==> config.mk <==
export PLATFORM = sky130hd
export DESIGN_NAME = srv_line_mem
export DESIGN_NICKNAME = d
export VERILOG_FILES = /design/src/rtl/srv_line_mem.sv
export SDC_FILE = /design/constraint.sdc
export NUM_CORES = 1
export LEC_CHECK = 0
export CORE_MARGIN = 2
export CORE_UTILIZATION = 47
export DETAILED_ROUTE_END_ITERATION = 6
export PLACE_DENSITY_LB_ADDON = 0.05
export RECOVER_POWER = 25
export SLEW_MARGIN = 25
export SYNTH_ARGS = -nofsm -noshare
export SYNTH_HDL_FRONTEND = slang
export SYNTH_SLANG_ARGS = --single-unit
export TNS_END_PERCENT = 20
==> constraint.sdc <==
create_clock -name clk -period 2 [get_ports clk]
set_clock_uncertainty 0.2 [all_clocks]
set_input_delay 0.3 -clock clk [delete_from_list [all_inputs] [get_ports clk]]
set_output_delay 0.3 -clock clk [all_outputs]
set_load 0.005 [all_outputs]
==> src/rtl/srv_line_mem.sv <==
// Line-fill engine: reads one cache line word by word from a combinational ROM,
// optionally critical-word-first, then returns it after a fixed memory delay.
module srv_line_mem #(
  parameter int unsigned ADDR_W    = 32,
  parameter int unsigned WORD_W    = 32,
  parameter int unsigned LINE_W    = 128,
  parameter int unsigned MEM_DELAY = 100,
  parameter int unsigned CWF       = 0
) (
  input  logic              clk,
  input  logic              rst_n,
  input  logic              ext_req_i,
  input  logic [ADDR_W-1:0] ext_addr_i,
  output logic              ext_rdy_o,
  output logic              ext_rsp_o,
  output logic [LINE_W-1:0] ext_data_o,
  output logic [ADDR_W-1:0] rom_addr_o,
  input  logic [WORD_W-1:0] rom_data_i
);

  localparam int unsigned WORDS  = LINE_W / WORD_W;
  localparam int unsigned LINE_B = LINE_W / 8;
  localparam int unsigned WORD_B = WORD_W / 8;
  localparam int unsigned OFS_W  = $clog2(LINE_B);
  localparam int unsigned WB_W   = $clog2(WORD_B);
  localparam int unsigned BEAT_W = (WORDS > 1) ? $clog2(WORDS) : 1;
  localparam int unsigned DLY_W  = 10;

  localparam logic [DLY_W-1:0]  DLY_LAST  = DLY_W'((MEM_DELAY > 0) ? MEM_DELAY - 1 : 0);
  localparam logic [BEAT_W-1:0] BEAT_LAST = BEAT_W'(WORDS - 1);
  localparam logic [ADDR_W-1:0] BASE_MASK = ~ADDR_W'(LINE_B - 1);

  if (WORD_W == 0 || (WORD_W % 8) != 0) begin : g_chk_word
    $error("srv_line_mem: WORD_W must be a non-zero multiple of 8");
  end
  if ((LINE_W % WORD_W) != 0) begin : g_chk_line
    $error("srv_line_mem: LINE_W must be a multiple of WORD_W");
  end
  if (WORDS < 2 || (WORDS & (WORDS - 1)) != 0) begin : g_chk_words
    $error("srv_line_mem: LINE_W/WORD_W must be a power of two, at least 2");
  end
  if ((LINE_B & (LINE_B - 1)) != 0) begin : g_chk_bytes
    $error("srv_line_mem: LINE_W/8 must be a power of two");
  end
  if (ADDR_W <= OFS_W) begin : g_chk_addr
    $error("srv_line_mem: ADDR_W too narrow for the line offset");
  end
  if (MEM_DELAY > 1023) begin : g_chk_delay
    $error("srv_line_mem: MEM_DELAY must be within 0..1023");
  end
  if (CWF > 1) begin : g_chk_cwf
    $error("srv_line_mem: CWF must be 0 or 1");
  end

  typedef enum logic [1:0] {
    ST_IDLE,
    ST_FETCH,
    ST_WAIT,
    ST_RESP
  } state_t;

  state_t            r_state;
  state_t            w_state_nxt;
  logic [ADDR_W-1:0] r_base;
  logic [ADDR_W-1:0] r_rom_addr;
  logic [BEAT_W-1:0] r_start;
  logic [BEAT_W-1:0] r_beat;
  logic [DLY_W-1:0]  r_dly;
  logic [LINE_W-1:0] r_line;

  logic [ADDR_W-1:0] w_req_base;
  logic [BEAT_W-1:0] w_req_start;
  logic [ADDR_W-1:0] w_first_addr;
  logic [BEAT_W-1:0] w_idx;
  logic [BEAT_W-1:0] w_idx_nxt;
  logic [ADDR_W-1:0] w_next_addr;
  logic              w_accept;
  logic              w_last_beat;
  logic              w_dly_done;

  assign w_req_base   = ext_addr_i & BASE_MASK;
  assign w_req_start  = (CWF != 0) ? ext_addr_i[OFS_W-1:WB_W] : '0;
  assign w_first_addr = w_req_base | (ADDR_W'(w_req_start) << WB_W);

  // Beat-width addition wraps the word index inside the line; base never moves.
  assign w_idx       = r_start + r_beat;
  assign w_idx_nxt   = w_idx + BEAT_W'(1);
  assign w_next_addr = r_base | (ADDR_W'(w_idx_nxt) << WB_W);

  assign w_accept    = (r_state == ST_IDLE) && ext_req_i;
  assign w_last_beat = (r_beat == BEAT_LAST);
  assign w_dly_done  = (r_dly == DLY_LAST);

  always_ff @(posedge clk or negedge rst_n) begin
    if (!rst_n) begin
      r_state <= ST_IDLE;
    end else begin
      r_state <= w_state_nxt;
    end
  end

  always_comb begin
    w_state_nxt = r_state;
    ext_rdy_o   = 1'b0;
    ext_rsp_o   = 1'b0;
    unique case (r_state)
      ST_IDLE: begin
        ext_rdy_o = 1'b1;
        if (ext_req_i) w_state_nxt = ST_FETCH;
      end
      ST_FETCH: begin
        if (w_last_beat) w_state_nxt = (MEM_DELAY > 0) ? ST_WAIT : ST_RESP;
      end
      ST_WAIT: begin
        if (w_dly_done) w_state_nxt = ST_RESP;
      end
      ST_RESP: begin
        ext_rsp_o   = 1'b1;
        w_state_nxt = ST_IDLE;
      end
      default: w_state_nxt = ST_IDLE;
    endcase
  end

  // rom_addr_o is registered one beat ahead so the ROM sees it for the whole beat.
  always_ff @(posedge clk or negedge rst_n) begin
    if (!rst_n) begin
      r_base     <= '0;
      r_start    <= '0;
      r_beat     <= '0;
      r_dly      <= '0;
      r_rom_addr <= '0;
      r_line     <= '0;
    end else begin
      if (w_accept) begin
        r_base     <= w_req_base;
        r_start    <= w_req_start;
        r_beat     <= '0;
        r_rom_addr <= w_first_addr;
      end
      if (r_state == ST_FETCH) begin
        for (int unsigned i = 0; i < WORDS; i++) begin
          if (w_idx == BEAT_W'(i)) r_line[i*WORD_W +: WORD_W] <= rom_data_i;
        end
        r_beat <= r_beat + BEAT_W'(1);
        if (w_last_beat) begin
          r_dly <= '0;
        end else begin
          r_rom_addr <= w_next_addr;
        end
      end
      if (r_state == ST_WAIT) begin
        r_dly <= r_dly + DLY_W'(1);
      end
    end
  end

  assign ext_data_o = r_line;
  assign rom_addr_o = r_rom_addr;

endmodule

# After elaboration in Yosys (flattened, before gate mapping)

Cells that the tools add are included.

Logic and storage cells: 48
Bits in registers: 202
Input port bits: 67
Output and inout bits: 162

Reductions and logical operators: 12
Bitwise logic cells: 1
Multiplexer cells: 14
Add/sub/neg operators: 2
Equal/unequal tests: 10

Operators by type and width:

| cell                                            | number |
|---|---|
| 2-to-1 mux 32 bit                               | 3 |
| OR 32 x 4 -> 32 bit                             | 1 |
| 2-to-1 mux 10 bit                               | 3 |
| adder 10 x 1 -> 10 bit (second input constant)  | 1 |
| == test 10 x 7 -> 1 bit (second input constant) | 1 |
| 2-to-1 mux 2 bit                                | 5 |
| AND reduction 2 bit                             | 5 |
| == test 2 bit (second input constant)           | 4 |
| one-hot mux 2 bit (4 select lines)              | 1 |
| != test 2 bit (second input constant)           | 3 |
| nonzero test 2 bit                              | 3 |
| == test 2 x 1 -> 1 bit (second input constant)  | 2 |
| logical NOT 2 bit                               | 2 |
| AND reduction 3 bit                             | 1 |
| adder 2 x 1 -> 2 bit (second input constant)    | 1 |
| 2-to-1 mux 1 bit                                | 2 |
| logical AND 1 bit                               | 1 |

# Logic depth before layout (Yosys ltp)

Gate-level depths: netlist of run 1.

Depth in word-level cells: 5
Gate-level depth with buffers: 8
Depth with buffers taken out: 6

# Least setup slack after synthesis of run 1

OpenSTA, ideal clock, no wires.

Path type: register to register
Start: reg r_state[1]
End: reg r_state[1]
Path slack: 220 ps
Required time: 1672 ps
Buffers on the path: 2
Stages on the path, launching flop included: 9
Period minus slack after synthesis: 1780 ps
Library setup time: 128 ps
Arrival: 1452 ps
Path through: dfrtp_1 -> inv_1 -> ha_1 -> buf_2 -> nand2b_1 -> buf_2 -> o21ai_2 -> a21oi_2 -> mux2_1

Word-level cells in the longest chain between the ends: 3
Elaborated cells on any way between the ends: 9
Those cells by class: eq/ne (6); mux (1); reduce/logical (2)

Ends and longest elaborated chain:

| item                                  | line | text |
|---|---|---|
| start: declaration                    | 62   | `state_t r_state;` |
| start signal: assignment              | 98   | `r_state <= w_state_nxt;` |
| == test 2 bit (tied with other cells) | 106  | `unique case (r_state)` |
| != test 2 bit (no source line)        | -    |  |
| AND reduction 3 bit (no source line)  | -    |  |

Parallel ways exist; a longest one is shown, timed or not.
A chain may end at the register's enable or synchronous reset.

# Worst setup path in the final report of run 1

Start: reg r_state[0]
End: reg r_line[120] (netlist: ext_data_o[120])

Word-level cells in the longest chain between the ends: 2

Ends and longest elaborated chain:

| item                                 | line | text |
|---|---|---|
| == test 2 x 1 -> 1 bit               | 141  | `if (r_state == ST_FETCH) begin` |
| AND reduction 2 bit (no source line) | -    |  |
| end signal: indexed assignment       | 143  | `if (w_idx == BEAT_W'(i)) r_line[i*WORD_W +: WORD_W] <= rom_data_i;` |
| end: declaration                     | 69   | `logic [LINE_W-1:0] r_line;` |

Every way passes these cells.

==> results of run 1 <==
## critical path: stages (launching register included)
cell and delay, ns:
dfrtp_1 0.42, buf_4 0.15, ha_1 0.27, nand2_1 0.13, buf_12 0.24, mux2_2 0.37
## synth_stat cells (all sizes together) (2+ instances only)
cell	instances
nand3	2
ha	10
a22o	2
mux2i	2
and3	2
buf	25
o21ai	5
nand2	127
nand4	3
xnor2	2
xor2	3
mux2	129
inv	5
a31oi	28
nor3b	2
dfrtp	202
a21oi	2
nor4	2
clkbuf	6
nor2	35
## power breakdown
group	switching, W	leakage [nW]	internal [W]
logic	0.00300	2.29	0.00512
registers	0.00107	2.41	0.00612
clock network	0.00154	0.334	0.00226
## state kept, by name (all words and copies together), names as in the netlist
| name | cells |
|---|---|
| r_base | 28 |
| r_dly | 10 |
| r_state | 2 |
| r_beat | 2 |
| rom_addr_o | 32 |
| ext_data_o | 128 |
## area by class of cell
type                       count  area, µm²
sequential                   202       5050
fill                        1210       5230
clock buffer                  30        609
timing repair buffer         249       2560
multi-input combinational    368       2710
tap                          220        275
clock inverter                 8       73.8
inverter                       5       18.8
## routing by layer
layer | wire [µm] | global-route usage, %
met1 | 7580 | 26.2
met2 | 9110 | 34.6
met3 | 1350 | 5.94
met4 | 269 | 5.14
met5 | 0 | 0
## logic make-up (layout without fill, tap and decap cells)
family	Yosys count	in the layout	share of synthesized area [%]
adders and majority gates	10	10	1.58
buffers and inverters	36	292	2.25
muxes	131	131	18.6
DFF	202	202	63.9
AOI/OAI and AO/OA	43	43	3.81
xor gates and xnor gates	5	5	0.554
and+or+nand+nor	179	179	9.29
## stage by stage
step,instances,hold WS [ns]
2_1_floorplan,606,-0.196
3_3_place_gp,1039,0.0619
3_5_place_dp,1039,0.0721
4_1_cts,1082,0.123
5_1_grt,1082,0.127
6_report,1082,0.0983
## how the worst min path moves through the flow
stage	from	to	slack, ns	cells past startpoint
finish	rst_n	ext_data_o[121]$_DFFE_PN0P_	0.1	2
global route	rst_n	ext_data_o[121]$_DFFE_PN0P_	0.13	2
CTS	rst_n	ext_data_o[121]$_DFFE_PN0P_	0.12	2
detailed placement	rst_n	ext_data_o[121]$_DFFE_PN0P_	0.07	1
global placement	rst_n	ext_data_o[121]$_DFFE_PN0P_	0.06	1
floorplan	rst_n	ext_data_o[0]$_DFFE_PN0P_	-0.20	0
## repair_timing
| item | 4_1_cts | 5_1_grt |
|---|---|---|
| hold buffers | 1 | 0 |
| hold endpoints to repair | 202 | 0 |
| pin swaps | 0 | 1 |
| gates cloned | 0 | 0 |
| setup buffers | 4 | 0 |
| gates resized for setup | 5 | 4 |
| setup endpoints to repair | 2 | 6 |
==> results.ini, run 1 <==
[status]
status=finished, final reports clean

[worst_setup_path]
cp-start-kind=flip-flop
critPathKind=flip-flop to flip-flop
cp-startpoint=r_state[0]$_DFFE_PN0P_
cp-end-kind=flip-flop
cp_max_fo=32
r2r-start=r_state[0]$_DFFE_PN0P_
cp.required_ns=2.17
arrival_ns=2.11
endpoint=ext_data_o[120]$_DFFE_PN0P_
r2r_setup_slack_ns=0.06
reg2reg_depth=5
r2r-end=ext_data_o[120]$_DFFE_PN0P_

[logic_synthesis]
yosys.area.top_type=dfrtp_1
async_flop_share_pct=100
syn_area_per_cell_um2=13.1
ys_seq_area_share_pct=63.9
synth_cell_type_count=41
synth_seq_cells=202
yosysWarnings=0
synth_edf_count=0
synth_top_area_share_pct=63.9
netlist_area_um2=7910
yosys-top-cells-area=dfrtp_1 (64%), mux2_2 (18%), nand2_1 (6.0%), a31oi_1 (2.2%), nor2_1 (1.7%)
synth_ff_type=dfrtp_1
synth_cells=606
synth_fp_nets=683

[grt]
grt_pass1_vias=5534
grt_pass1_wl_mm=29.3
grt-ovfl-total=0
grt_max_degree=58
antenna_found_initial=0
grt_usage_pct=20.5

[floorplan]
rows=47
initial_core_util_pct=47.9
ios=229
fp.dieArea_um2=17900
die_y_um=134
core_area_um2=16500
die-width_um=134

[min_path]
min_path_type=input pin to asynchronous set/reset pin

[clocking]
cts_buffer_depth=3
clk_transition_reported_paths_ns=0.06
cts_tree=done
clock_latency_ns=0.49
cts-root-buf=clkbuf_16
numCtsBuffers=21
h-tree-depth=1
clock_sinks=202

[cells_and_area]
drive_above_1_share_pct=23.3
diodes=0
layout-area-overhead-vs-synth_pct=42.9
final_cell_mix=clkdlybuf4s50_1 (221), dfrtp_1 (202), mux2_2 (128)
final_common_cell=clkdlybuf4s50_1
stdcell_area_um2=11300
nNetsFinal=924
fin_util_pct=68.4

[timing]
finalCriticalPeriod_ns=1.94
final_max_slew_viol_count=0
hold_viol=0
setup_violations=0
timing.final.crit_share_pct=96.8
finalSetupTns_ns=0
rsz0062_at_grt=true
tightest_slew_ns=0.708
max_clock_freq_ghz=0.517
worst_slack_ns=0.0641
max_slew_margin_pct=52.8

[placement]
place_hpwl_mm=12.7
pre_cts_ws_ns=0.0991
io_buffers=224
postPlaceCellArea_um2=10600
place_congestion=0.806

[detailed_routing]
firstDrtPassIters=4
ant_nets=0
initialDrtViolationCount=224
wl_per_cell_um=16.9
wl_mm=18.3
vias=5490
vias_per_cell=5.07
drc=0

[run]
cap_violations=0

[pwr]
power.total_w=0.0191
p_per_area_nw_per_um2=1690
cellLeakagePower_nw=5.03
ir_worst_vdd_mv=0.841

Note: power is estimated with default switching activity, not from simulation.
==> run 2: changes to the inputs <==
--- a/config.mk
+++ b/config.mk
@@ -5,7 +5,6 @@
 export SDC_FILE = /design/constraint.sdc
 export NUM_CORES = 1
 export LEC_CHECK = 0
-export CORE_MARGIN = 2
 export CORE_UTILIZATION = 47
 export DETAILED_ROUTE_END_ITERATION = 6
 export PLACE_DENSITY_LB_ADDON = 0.05
==> run 2 against run 1 <==
Sequential power is essentially flat. Cell area grew 0.60%. Hold slack gained 0.057 ns. Cell count is essentially flat. Core utilization grew 0.41 points. Combinational power is essentially flat. Setup slack gained 0.023 ns. Count of clock-buffer cells in the layout grew 2. Critical path type unchanged. Highest routed layer unchanged.
==> results.ini, run 2 (synthesis gave the netlist of run 1 again) <==
[cells_and_area]
drive_above_1_share_pct=24.1  ; was 23.3%
final_cell_mix=clkdlybuf4s50_1 (221), dfrtp_1 (202), mux2_2 (128)  ; unchanged
largest_reg_flops=128  ; unchanged
final_common_cell=clkdlybuf4s50_1  ; unchanged
fin_util_pct=68.8  ; was 68.4%
stdcell_area_um2=11400  ; was 11300 µm²
diodes=0  ; unchanged
layout-area-overhead-vs-synth_pct=43.7  ; was 42.9%
nNetsFinal=924  ; unchanged

[placement]
io_buffers=224  ; unchanged
place_hpwl_mm=12.3  ; was 12.7 mm
place_congestion=0.794  ; was 0.806
postPlaceCellArea_um2=10600  ; about the same

[detailed_routing]
wl_mm=18.4  ; was 18.3 mm
ant_nets=0  ; unchanged
initialDrtViolationCount=244  ; was 224
wl_per_cell_um=17.0  ; was 16.9 µm
firstDrtPassIters=4  ; unchanged
drc=0  ; unchanged
vias_per_cell=5.10  ; was 5.07
vias=5527  ; was 5490

[worst_setup_path]
cp.required_ns=2.17  ; about the same
r2r-start=r_state[1]$_DFFE_PN0P_  ; was r_state[0]$_DFFE_PN0P_
r2r-end=ext_data_o[40]$_DFFE_PN0P_  ; was ext_data_o[120]$_DFFE_PN0P_
critPathKind=flip-flop to flip-flop  ; unchanged
slowest_stage=dfrtp_1  ; unchanged
r2r_setup_slack_ns=0.09  ; was 0.06 ns
cp_max_fo=32  ; unchanged
cp-start-kind=flip-flop  ; unchanged
cp_top_family=buffers and inverters  ; was flip-flops
cp-end-kind=flip-flop  ; unchanged
crit_chain=inv_2 > buf_4 > ha_2 > nand2_2 > buf_12 > mux2_2  ; was buf_4 > ha_1 > nand2_1 > buf_12 > mux2_2
arrival_ns=2.09  ; was 2.11 ns
reg2reg_depth=6  ; was 5
max_stage_delay_ns=0.41  ; was 0.42 ns
path_buf_inv=3  ; was 2

[clocking]
clk_transition_reported_paths_ns=0.06  ; about the same
cts-root-buf=clkbuf_16  ; unchanged
cts_buffer_depth=3  ; unchanged
h-tree-depth=1  ; unchanged
numCtsBuffers=22  ; was 21
cts_tree=done  ; unchanged
clock_latency_ns=0.49  ; about the same
clock_sinks=202  ; unchanged

[grt]
grt_pass1_wl_mm=30.0  ; was 29.3 mm
grt_usage_pct=21.6  ; was 20.5%
grt_pass1_vias=5705  ; was 5534
antenna_found_initial=0  ; unchanged
grt_max_degree=60  ; was 58
grt-ovfl-total=0  ; unchanged

[floorplan]
die_y_um=132  ; was 134 µm
die-width_um=132  ; was 134 µm
ios=229  ; unchanged
core_area_um2=16500  ; unchanged
fp.dieArea_um2=17400  ; was 17900 µm²
initial_core_util_pct=47.9  ; unchanged
rows=47  ; unchanged

[pwr]
clkPwrFrac_pct=20.4  ; was 19.9%
comb_power_share_pct=42.3  ; was 42.5%
p_seq_share_pct=37.2  ; was 37.6%
internal_power_w=0.0136  ; was 0.0135 W
switching_share_pct=29.4  ; about the same
ir_worst_vdd_mv=0.880  ; was 0.841 mV
p_sw_w=0.00568  ; was 0.00561 W
cellLeakagePower_nw=5.08  ; was 5.03 nW
p_per_area_nw_per_um2=1700  ; was 1690 nW/µm²
power.total_w=0.0193  ; was 0.0191 W

[run]
cap_violations=0  ; unchanged

[timing]
hold_viol=0  ; unchanged
setup_violations=0  ; unchanged
tightest_slew_ns=0.954  ; was 0.708 ns
max_slew_margin_pct=36.4  ; was 52.8%
finalCriticalPeriod_ns=1.91  ; was 1.94 ns
hold_ws_ns=0.155  ; was 0.0983 ns
rsz0062_at_grt=false  ; was true
timing.final.crit_share_pct=95.7  ; was 96.8%
max_clock_freq_ghz=0.523  ; was 0.517 GHz
final_max_slew_viol_count=0  ; unchanged

[min_path]
hold_end=r_base[30]$_DFFE_PN0P_
holdPathStages=3
hold_start=ext_addr_i[30]
min_path_type=input pin to flip-flop  ; was input pin to asynchronous set/reset pin

[status]
status=finished, final reports clean  ; unchanged

## run 2: changes by cell type in the layout (fill, tap and decap cells not counted), moves of 2 or more
cell        change
clkbuf_16       +3
nand2_1         -4
clkinvlp_4      -2
clkinv_2        +3
nand2_2         +3
clkbuf_4        -2
clkbuf_1        -2
## run 2: worst register-to-register path: stages, from the launching register on
cell     delay, ns
dfrtp_1       0.41
inv_2         0.08
buf_4         0.14
ha_2          0.23
nand2_2       0.11
buf_12        0.23
mux2_2        0.39
## run 2: cell type report
type	count	area, µm²
Tap cell	220	275
Timing Repair Buffer	248	2580
Fill cell	1159	5160
Inverter	5	18.8
Clock buffer	32	679
Sequential cell	202	5050
Multi-Input combinational cell	368	2720
Clock inverter	8	43.8
## run 2: per-stage QoR
step | worst slack [ns] | std cells | setup TNS, ns
floorplan | 0.220 | 606 | 0
global placement | 0.168 | 1038 | 0
detailed placement | 0.0882 | 1038 | 0
CTS | -0.115 | 1081 | -0.115
global route | 0.00243 | 1083 | 0
finish | 0.0870 | 1083 | 0
## run 2: power groups by stage
stage / Combinational [W] / Clock [W] / Sequential [W]
finish: 0.00816 / 0.00394 / 0.00717
global route: 0.00881 / 0.00421 / 0.00744
CTS: 0.00823 / 0.00404 / 0.00718
detailed placement: 0.00812 / 0 / 0.00724
global placement: 0.00790 / 0 / 0.00713
floorplan: 0.00331 / 0 / 0.00726
## run 2: worst max path at each step
stage / from / endpoint / cells past startpoint
6_report: r_state[1]$_DFFE_PN0P_ / ext_data_o[40]$_DFFE_PN0P_ / 6
5_1_grt: r_state[1]$_DFFE_PN0P_ / ext_data_o[40]$_DFFE_PN0P_ / 6
4_1_cts: r_state[1]$_DFFE_PN0P_ / ext_rsp_o / 2
3_5_place_dp: r_state[0]$_DFFE_PN0P_ / r_dly[9]$_DFFE_PN0P_ / 6
3_3_place_gp: r_state[0]$_DFFE_PN0P_ / r_dly[9]$_DFFE_PN0P_ / 6
2_1_floorplan: r_state[1]$_DFFE_PN0P_ / r_state[1]$_DFFE_PN0P_ / 8
## run 2: per-layer routing
metal	GRT usage, %	wire length, µm
met3	3.92	960
met2	37.4	9130
met1	27.1	7780
met5	0	0
met4	7.75	535
## run 2: what timing repair did
item                                    in CTS  in global routing
hold buffers                                 1                  0
gates cloned                                 0                  1
resized for setup                            5                  6
pin swaps                                    0                  1
endpoints found under the setup margin       2                136
endpoints found under the hold margin      202                  0
buffers inserted                             2                  1
==> run 3: changes to the inputs <==
--- a/config.mk
+++ b/config.mk
@@ -13,4 +13,4 @@
 export SYNTH_ARGS = -nofsm -noshare
 export SYNTH_HDL_FRONTEND = slang
 export SYNTH_SLANG_ARGS = --single-unit
-export TNS_END_PERCENT = 20
+export TNS_END_PERCENT = 10
==> results of run 3 <==
Final layout, timing and power as in run 2 (identical DEF).
